$ cat src/rtl/regulator_lock_controller.sv
// Bring-up and lock supervisor for the ring-oscillator frequency regulator.
// Latches configuration, warms the oscillator, arms the regulator and tracks lock/loss/fault.
module regulator_lock_controller #(
  parameter int WARM_CYCLES    = 32,
  parameter int LOCK_WINDOWS   = 4,
  parameter int MAX_WINDOWS    = 64,
  parameter int UNLOCK_WINDOWS = 2,
  parameter int WIN_TIMEOUT    = 4096
) (
  input  logic       clk_frequency,
  input  logic       rst_frequency,
  input  logic       start,
  input  logic       abort,
  input  logic [7:0] cfg_setperiod,
  input  logic [7:0] cfg_fmin,
  input  logic [7:0] cfg_fmax,
  input  logic       co_passed_flipflop,
  input  logic       increment,
  input  logic       decrement,
  output logic       osc_en,
  output logic       reg_init,
  output logic [7:0] setperiod,
  output logic [7:0] fmin,
  output logic [7:0] fmax,
  output logic       busy,
  output logic       locked,
  output logic       lost_lock,
  output logic       fault,
  output logic [1:0] fault_code,
  output logic [7:0] adjust_cnt
);

  localparam int WARM_W = (WARM_CYCLES > 1) ? $clog2(WARM_CYCLES) : 1;
  localparam int WD_W   = (WIN_TIMEOUT > 1) ? $clog2(WIN_TIMEOUT) : 1;

  localparam logic [1:0] CODE_NONE = 2'b00;
  localparam logic [1:0] CODE_ACQ  = 2'b01;
  localparam logic [1:0] CODE_DEAD = 2'b10;
  localparam logic [1:0] CODE_CFG  = 2'b11;

  typedef enum logic [2:0] {
    ST_IDLE    = 3'd0,
    ST_WARM    = 3'd1,
    ST_ACQUIRE = 3'd2,
    ST_LOCKED  = 3'd3,
    ST_FAULT   = 3'd4
  } state_t;

  state_t            state_reg, state_next;
  logic [WARM_W-1:0] warm_reg, warm_next;
  logic [7:0]        stable_reg, stable_next;
  logic [7:0]        win_reg, win_next;
  logic [7:0]        miss_reg, miss_next;
  logic [WD_W-1:0]   wd_reg, wd_next;
  logic [7:0]        adjust_reg, adjust_next;
  logic [1:0]        code_reg, code_next;

  logic osc_en_reg, osc_en_next;
  logic reg_init_reg, reg_init_next;
  logic busy_reg, busy_next;
  logic locked_reg, locked_next;
  logic lost_lock_reg, lost_lock_next;
  logic fault_reg, fault_next;

  logic       cfg_load;
  logic       adjusting;
  logic [7:0] adjust_sat;
  logic [7:0] cfg_in [3];

  assign adjusting  = co_passed_flipflop & (increment | decrement);
  assign adjust_sat = (adjust_reg == 8'hFF) ? 8'hFF : adjust_reg + 8'd1;

  assign cfg_in[0] = cfg_setperiod;
  assign cfg_in[1] = cfg_fmin;
  assign cfg_in[2] = cfg_fmax;

  // Configuration fields only load on an honoured start.
  genvar gi;
  generate
    for (gi = 0; gi < 3; gi++) begin : g_cfg
      logic [7:0] field_reg;
      always_ff @(posedge clk_frequency) begin
        if (rst_frequency) begin
          field_reg <= '0;
        end else if (cfg_load) begin
          field_reg <= cfg_in[gi];
        end
      end
    end
  endgenerate

  assign setperiod = g_cfg[0].field_reg;
  assign fmin      = g_cfg[1].field_reg;
  assign fmax      = g_cfg[2].field_reg;

  always_comb begin
    state_next     = state_reg;
    warm_next      = warm_reg;
    stable_next    = stable_reg;
    win_next       = win_reg;
    miss_next      = miss_reg;
    wd_next        = wd_reg;
    adjust_next    = adjust_reg;
    code_next      = code_reg;
    lost_lock_next = 1'b0;
    cfg_load       = 1'b0;

    if (abort) begin
      state_next = ST_IDLE;
      code_next  = CODE_NONE;
    end else begin
      case (state_reg)
        ST_IDLE, ST_FAULT: begin
          if (start) begin
            cfg_load    = 1'b1;
            adjust_next = '0;
            // fmax is a frequency limit, so its period must sit below the fmin period
            if (cfg_fmax >= cfg_fmin) begin
              state_next = ST_FAULT;
              code_next  = CODE_CFG;
            end else begin
              state_next = ST_WARM;
              code_next  = CODE_NONE;
              warm_next  = '0;
            end
          end
        end

        ST_WARM: begin
          if (warm_reg == WARM_W'(WARM_CYCLES - 1)) begin
            state_next  = ST_ACQUIRE;
            stable_next = '0;
            win_next    = '0;
            miss_next   = '0;
            wd_next     = '0;
          end else begin
            warm_next = warm_reg + 1'b1;
          end
        end

        ST_ACQUIRE: begin
          if (co_passed_flipflop) begin
            wd_next  = '0;
            win_next = win_reg + 8'd1;
            if (adjusting) begin
              stable_next = '0;
              adjust_next = adjust_sat;
            end else begin
              stable_next = stable_reg + 8'd1;
            end
            // Lock takes precedence when both limits land on the same window
            if (stable_next == 8'(LOCK_WINDOWS)) begin
              state_next = ST_LOCKED;
              miss_next  = '0;
            end else if (win_next == 8'(MAX_WINDOWS)) begin
              state_next = ST_FAULT;
              code_next  = CODE_ACQ;
            end
          end else if (wd_reg == WD_W'(WIN_TIMEOUT - 1)) begin
            state_next = ST_FAULT;
            code_next  = CODE_DEAD;
          end else begin
            wd_next = wd_reg + 1'b1;
          end
        end

        ST_LOCKED: begin
          if (co_passed_flipflop) begin
            wd_next = '0;
            if (adjusting) begin
              miss_next   = miss_reg + 8'd1;
              adjust_next = adjust_sat;
              if (miss_next == 8'(UNLOCK_WINDOWS)) begin
                state_next     = ST_ACQUIRE;
                lost_lock_next = 1'b1;
                stable_next    = '0;
                win_next       = '0;
                miss_next      = '0;
              end
            end else begin
              miss_next = '0;
            end
          end else if (wd_reg == WD_W'(WIN_TIMEOUT - 1)) begin
            state_next = ST_FAULT;
            code_next  = CODE_DEAD;
          end else begin
            wd_next = wd_reg + 1'b1;
          end
        end

        default: begin
          state_next = ST_IDLE;
          code_next  = CODE_NONE;
        end
      endcase
    end

    osc_en_next   = (state_next == ST_WARM) || (state_next == ST_ACQUIRE) ||
                    (state_next == ST_LOCKED);
    busy_next     = osc_en_next;
    reg_init_next = (state_next == ST_ACQUIRE) || (state_next == ST_LOCKED);
    locked_next   = (state_next == ST_LOCKED);
    fault_next    = (state_next == ST_FAULT);
  end

  always_ff @(posedge clk_frequency) begin
    if (rst_frequency) begin
      state_reg     <= ST_IDLE;
      warm_reg      <= '0;
      stable_reg    <= '0;
      win_reg       <= '0;
      miss_reg      <= '0;
      wd_reg        <= '0;
      adjust_reg    <= '0;
      code_reg      <= CODE_NONE;
      osc_en_reg    <= 1'b0;
      reg_init_reg  <= 1'b0;
      busy_reg      <= 1'b0;
      locked_reg    <= 1'b0;
      lost_lock_reg <= 1'b0;
      fault_reg     <= 1'b0;
    end else begin
      state_reg     <= state_next;
      warm_reg      <= warm_next;
      stable_reg    <= stable_next;
      win_reg       <= win_next;
      miss_reg      <= miss_next;
      wd_reg        <= wd_next;
      adjust_reg    <= adjust_next;
      code_reg      <= code_next;
      osc_en_reg    <= osc_en_next;
      reg_init_reg  <= reg_init_next;
      busy_reg      <= busy_next;
      locked_reg    <= locked_next;
      lost_lock_reg <= lost_lock_next;
      fault_reg     <= fault_next;
    end
  end

  assign osc_en     = osc_en_reg;
  assign reg_init   = reg_init_reg;
  assign busy       = busy_reg;
  assign locked     = locked_reg;
  assign lost_lock  = lost_lock_reg;
  assign fault      = fault_reg;
  assign fault_code = code_reg;
  assign adjust_cnt = adjust_reg;

endmodule
$ cat config.mk
export PLATFORM = sky130hd
export DESIGN_NAME = regulator_lock_controller
export DESIGN_NICKNAME = d
export VERILOG_FILES = /design/src/rtl/regulator_lock_controller.sv
export SDC_FILE = /design/constraint.sdc
export NUM_CORES = 1
export LEC_CHECK = 0
export ABC_AREA = 1
export CORE_MARGIN = 4
export CORE_UTILIZATION = 35
export DETAILED_ROUTE_END_ITERATION = 10
export MAX_ROUTING_LAYER = met4
export PLACE_DENSITY = 0.55
export SLEW_MARGIN = 20
export SYNTH_ARGS = -nofsm -noshare
export SYNTH_HDL_FRONTEND = slang
export SYNTH_SLANG_ARGS = --single-unit
$ cat constraint.sdc
create_clock -name clk_frequency -period 3.02 [get_ports clk_frequency]
set_input_delay 0.755 -clock clk_frequency [delete_from_list [all_inputs] [get_ports clk_frequency]]
set_output_delay 0.755 -clock clk_frequency [all_outputs]
set_load 0.02 [all_outputs]
# Word-level counts from Yosys, hierarchy flattened
# Index checks and enable logic that the tools add are counted.
[classes] n_addsub=6 magnitude_cmp=1 n_eq_ne=29 muxes=55 n_bitwise=7 reduce_logical=18
[op_table] cell="8-bit 2-to-1 mux" n=19
[op_table] cell="8-bit one-hot mux with 3 select lines" n=3
[op_table] cell="12-bit 2-to-1 mux" n=3
[op_table] cell="3-bit 2-to-1 mux" n=11
[op_table] cell="8-bit by 1-bit adder with 8-bit output, second input constant" n=4
[op_table] cell="12-bit one-hot mux with 2 select lines" n=1
[op_table] cell="2-bit != test, second input constant" n=10
[op_table] cell="8-bit one-hot mux with 2 select lines" n=1
[op_table] cell="5-bit 2-to-1 mux" n=3
[op_table] cell="5-bit AND reduction" n=3
[op_table] cell="2-bit 2-to-1 mux" n=7
[op_table] cell="12-bit by 1-bit adder with 12-bit output, second input constant" n=1
[op_table] cell="12-bit equality test, second input constant" n=1
[op_table] cell="3-bit by 2-bit equality test with 1-bit output, second input constant" n=4
[op_table] cell="3-bit one-hot mux with 4 select lines" n=1
[op_table] cell="5-bit one-hot mux with 2 select lines" n=1
[op_table] cell="3-bit != test, second input constant" n=3
[op_table] cell="8-bit by 2-bit equality test with 1-bit output, second input constant" n=1
[op_table] cell="8-bit by 3-bit equality test with 1-bit output, second input constant" n=1
[op_table] cell="8-bit by 7-bit equality test with 1-bit output, second input constant" n=1
[op_table] cell="8-bit equality test, second input constant" n=1
[op_table] cell="8-bit >= comparator" n=1
[op_table] cell="2-bit one-hot mux with 4 select lines" n=1
[op_table] cell="7-bit AND reduction" n=1
[op_table] cell="other kinds (17)" n=33
[word_totals] register_bits=83 inputBits=31 output_inout_bits=40 wordCells=132

# Longest topological paths before layout
[logic_depth] depth_word=14 depth_mapped=15 mapped_depth_nobuf=15

# Least setup slack after synthesis
# OpenSTA, ideal clock, no wires.
[synth_path] kind="input to register" from="in cfg_fmin[7]" to="reg warm_reg[2]" t_arrival_ps=1927 required_ps=2950 setup_slack_ps=1022 stages=10 path_buffers=0 path_cell_list="inv_1 -> ha_1 -> a21oi_1 -> o21a_1 -> nand3_1 -> nand2_1 -> nand3b_1 -> inv_1 -> nand2_1 -> a21oi_1"
[synth_between] elab_chain_len=3
[synth_rtl] element="start: declaration" line="15" text="input logic [7:0] cfg_fmin,"
[synth_rtl] element="8-bit >= comparator" line="118" text="if (cfg_fmax >= cfg_fmin) begin"
[synth_rtl] element="2-bit != test (no line)"
[synth_rtl] element="5-bit AND reduction (no line)"
[synth_rtl] element="end signal: assignment" line="224" text="warm_reg <= warm_next;"
[synth_rtl] element="end: declaration" line="50" text="logic [WARM_W-1:0] warm_reg, warm_next;"
# Every way passes these cells.
# A chain may end at the register's enable or synchronous reset.

# Final worst setup path
[layout_path] from="in cfg_fmin[1]" to="reg warm_reg[3]"
# The elaborated chain is that of the path after synthesis.

==> results.md <==
- 121.3 um — die width
- 11.76 mm — aggregate routed wire length
- 12570 um^2 — Core Area
- 697 — synthesized netlist net count
- 0% — Post-synth ARST share
- 121.3 um — die outline height
- 650 — gate count after technology mapping
- 0 — number of synthesized flops with an enable pin
- 41 — count of unique library cells instantiated by Yosys
- 4195 — vias in the first global route
- in2reg — classification of the worst setup path
- 5 — Max FO, Critical Path
- 0 — Ant. Diodes
- 2 — maximum clock insertion buffer count
- finished, final reports clean — status
- done — CTS tree
- 35.73% — starting density of the core
- 8.966% — share of post-route cells with drive strength above 1
- 4.932 — DR vias/cell
- 3.29 ns — data required time at the worst endpoint
- 17.35% — aggregate global-route resource usage
- 12 — Largest register FFs
- 2.70 ns — Crit path arrival time
- 80.42% — post-route fraction of the period consumed by the critical path
- 14710 um^2 — Die Area
- 70 — number of port buffers
- 5692 um^2 — final non-filler cell area
- 0.4118 GHz — maximum operating frequency
- 0.005481 ns — Max Clock Skew
- 83 — clk sink count
- 0.34 ns — later-pin clock latency in the skew report
- 4424 — total via count in the routed design
- 0 — max capacitance violation total
- 0 — CTS-repair resized insts
- 51.24% — worst slew slack as a fraction of its limit
- register — capturing element type of the critical path
- wd_reg[11]$_SDFFE_PP0P_ — capture point of the worst reg-to-reg path
- 248 — Starting DRT DRC Count
- 0 — number of antenna violations at the first check in global routing
- 10 — FF-to-FF path depth
- 0.8993 — final weighted congestion in routability-driven placement
- reg2reg — classification of the worst-slack hold path
- 5 — drt first pass iters
- sky130_fd_sc_hd__dfxtp_1 — Post-synth top flop
- 0 — number of warnings issued by yosys
- 37.00% — fraction of the yosys area taken by sequential cells
- 54 — pin count of the biggest net entering global routing
- 2.134 nW — leakage power figure
- 0.06 ns — clock slew seen by the registers of the worst setup and hold paths
- 459.3 nW/um^2 — power density over cell area
- 0 — count of final max-slew check failures
- 4491 um^2 — summed instance area of the synthesized netlist
- 6.909 um^2 — mean area per synthesized cell
- sky130_fd_sc_hd__clkbuf_16 — CTS root buf
- 0 — Final Hold Vio Count
- 2.429 ns — final period demand of the worst path
- 26.75% — Layout area overhead
- setperiod[2]$_SDFFE_PP0P_ — worst hold endpoint
- input pin — category of the worst setup path launch point
- 20.04 mm — first-pass GRT wire length
- cfg_fmin[1] — CP Launch Point
- 0 ns — accumulated negative setup slack
- 2 — depth of the worst hold-timing path
- 3 — level count of the clock H-tree
- 71 — io pins
- no — RSZ-0062 raised after global routing
- 0.7266 ns — Tightest Pin Transition
- 0 — Routed Antenna Nets
- 0 — overall overflow remaining after global route
- 0.3049 mV — maximum ir drop on the vdd rail
- 0.91 ns — reg-to-reg slack, setup
- 83 — #FFs+latches synth
- 13.10 um — WL/cell
- 5371 um^2 — post-place instance area
- 767 — Net count, final
- 0 — total DRC errors in the routed layout
- 8.692 mm — post-DP HPWL
- setperiod[2]$_SDFFE_PP0P_ — critical hold path startpoint
- 0 — count of buffers added by post-CTS timing repair for setup
- 41 — std cell rows
- 0 — CTS hold repair buffers
- 9 — number of buffers created by CTS
- 0 — Setup violations, final
- state_reg[0]$_SDFF_PP0_ — launch instance of the worst register-to-register path
==> Yosys cell counts, types with 3 or more instances <==
cell type	count	area share, %
sky130_fd_sc_hd__nand2_1	150	13
sky130_fd_sc_hd__dfxtp_1	83	37
sky130_fd_sc_hd__a21oi_1	79	8.8
sky130_fd_sc_hd__inv_1	67	5.6
sky130_fd_sc_hd__nand3_1	56	6.2
sky130_fd_sc_hd__nor2_1	53	4.4
sky130_fd_sc_hd__nor3_1	22	2.5
sky130_fd_sc_hd__o21ai_0	18	2.0
sky130_fd_sc_hd__ha_1	16	4.5
sky130_fd_sc_hd__clkbuf_1	15	1.3
sky130_fd_sc_hd__nand4_1	12	1.7
sky130_fd_sc_hd__o21ai_1	12	1.3
sky130_fd_sc_hd__nor2_2	9	1.3
sky130_fd_sc_hd__inv_2	7	0.59
sky130_fd_sc_hd__xor2_1	6	1.2
sky130_fd_sc_hd__a21oi_2	5	0.98
sky130_fd_sc_hd__nand2_4	4	1.0
sky130_fd_sc_hd__nand3b_1	4	0.67
sky130_fd_sc_hd__nand2_2	3	0.42
sky130_fd_sc_hd__nor3b_1	3	0.50
sky130_fd_sc_hd__o21ai_2	3	0.59
==> per-stage QoR <==
stage                     power, mW  utilization (%)  setup WS [ns]  instances  hold slack (ns)
final                         2.614            45.29         0.5914        897           0.4648
after detailed placement      1.447            42.74         0.2723        881           0.4553
after CTS                     2.654            45.29         0.6277        897           0.4644
after global placement        1.445            42.74         0.3296        881           0.4475
after floorplan               1.322                -          1.022        650           0.4390
after global routing          2.729            45.29         0.4118        897           0.4792
==> how the worst max path moves through the flow <==
stage                                     to  slack (ns)  cells past startpoint
floorplan           warm_reg[2]$_SDFFE_PP0P_        1.02                     10
global placement    miss_reg[1]$_SDFFE_PP0P_        0.33                     11
detailed placement          fault$_SDFF_PP0_        0.27                     13
CTS                  state_reg[2]$_SDFF_PP0_        0.63                     13
global route        warm_reg[2]$_SDFFE_PP0P_        0.41                     12
finish              warm_reg[3]$_SDFFE_PP0P_        0.59                     12
==> power by group <==
group          switching, mW  total (mW)  internal, mW
clock network          0.444        1.19         0.748
logic                  0.161       0.281         0.120
registers             0.0212        1.14          1.12
==> cell usage in the layout (no fill, tap or decap), types with 7 or more instances in the layout <==
cell                              instances
sky130_fd_sc_hd__nand2_1                150
sky130_fd_sc_hd__o21ai_1                 12
sky130_fd_sc_hd__inv_2                    7
sky130_fd_sc_hd__buf_4                    8
sky130_fd_sc_hd__a21oi_1                 79
sky130_fd_sc_hd__o21ai_0                 18
sky130_fd_sc_hd__nor2_2                   9
sky130_fd_sc_hd__dfxtp_1                 83
sky130_fd_sc_hd__ha_1                    16
sky130_fd_sc_hd__clkbuf_16                9
sky130_fd_sc_hd__inv_1                   67
sky130_fd_sc_hd__nor3_1                  22
sky130_fd_sc_hd__clkdlybuf4s50_1         69
sky130_fd_sc_hd__nand3_1                 56
sky130_fd_sc_hd__nand4_1                 12
sky130_fd_sc_hd__nor2_1                  53
==> per-layer routing <==
metal / global-route usage, % / up-vias / part of all wire [%] / wire (um)
met3: 6.573 / 10 / 7.6 / 892
met1: 21.17 / 2017 / 45 / 5300
li1: - / 2283 / - / -
met4: 3.992 / 0 / 1.1 / 131
met2: 27.41 / 114 / 46 / 5429
met5: - / - / 0 / 0
==> critical path, stage by stage <==
cell	delay, ns
sky130_fd_sc_hd__clkdlybuf4s50_1	0.48
sky130_fd_sc_hd__inv_1	0.05
sky130_fd_sc_hd__ha_1	0.30
sky130_fd_sc_hd__a21oi_1	0.14
sky130_fd_sc_hd__o21ai_0	0.09
sky130_fd_sc_hd__nand2_1	0.07
sky130_fd_sc_hd__nand3_1	0.13
sky130_fd_sc_hd__nand2_1	0.18
sky130_fd_sc_hd__nand3b_1	0.19
sky130_fd_sc_hd__inv_1	0.14
sky130_fd_sc_hd__nand2_1	0.06
sky130_fd_sc_hd__a21oi_1	0.11
==> area by class of cell <==
class                   instances  area, um^2
inverters                      75       284.0
well taps                     172       215.2
clock inverters                 4       73.82
multi-input cells             473        2455
clock buffers                  12       246.5
flip-flops and latches         83        1662
fillers                      1288        6877
repair buffers                 78       755.7
==> logic make-up (layout without fill, tap and decap cells) <==
family                   count (synthesis)  in the layout  share of synthesized area [%]
AO/OA/AOI/OAI                          124            124                          15.05
flip-flops                              83             83                          37.00
AND/OR/NAND/NOR                        327            327                          33.99
XOR/XNOR                                 6              6                          1.170
adder cells (fa/ha/maj)                 16             16                          4.458
buffers and inverters                   94            169                          8.331
Power figures use the tool's default switching activity.
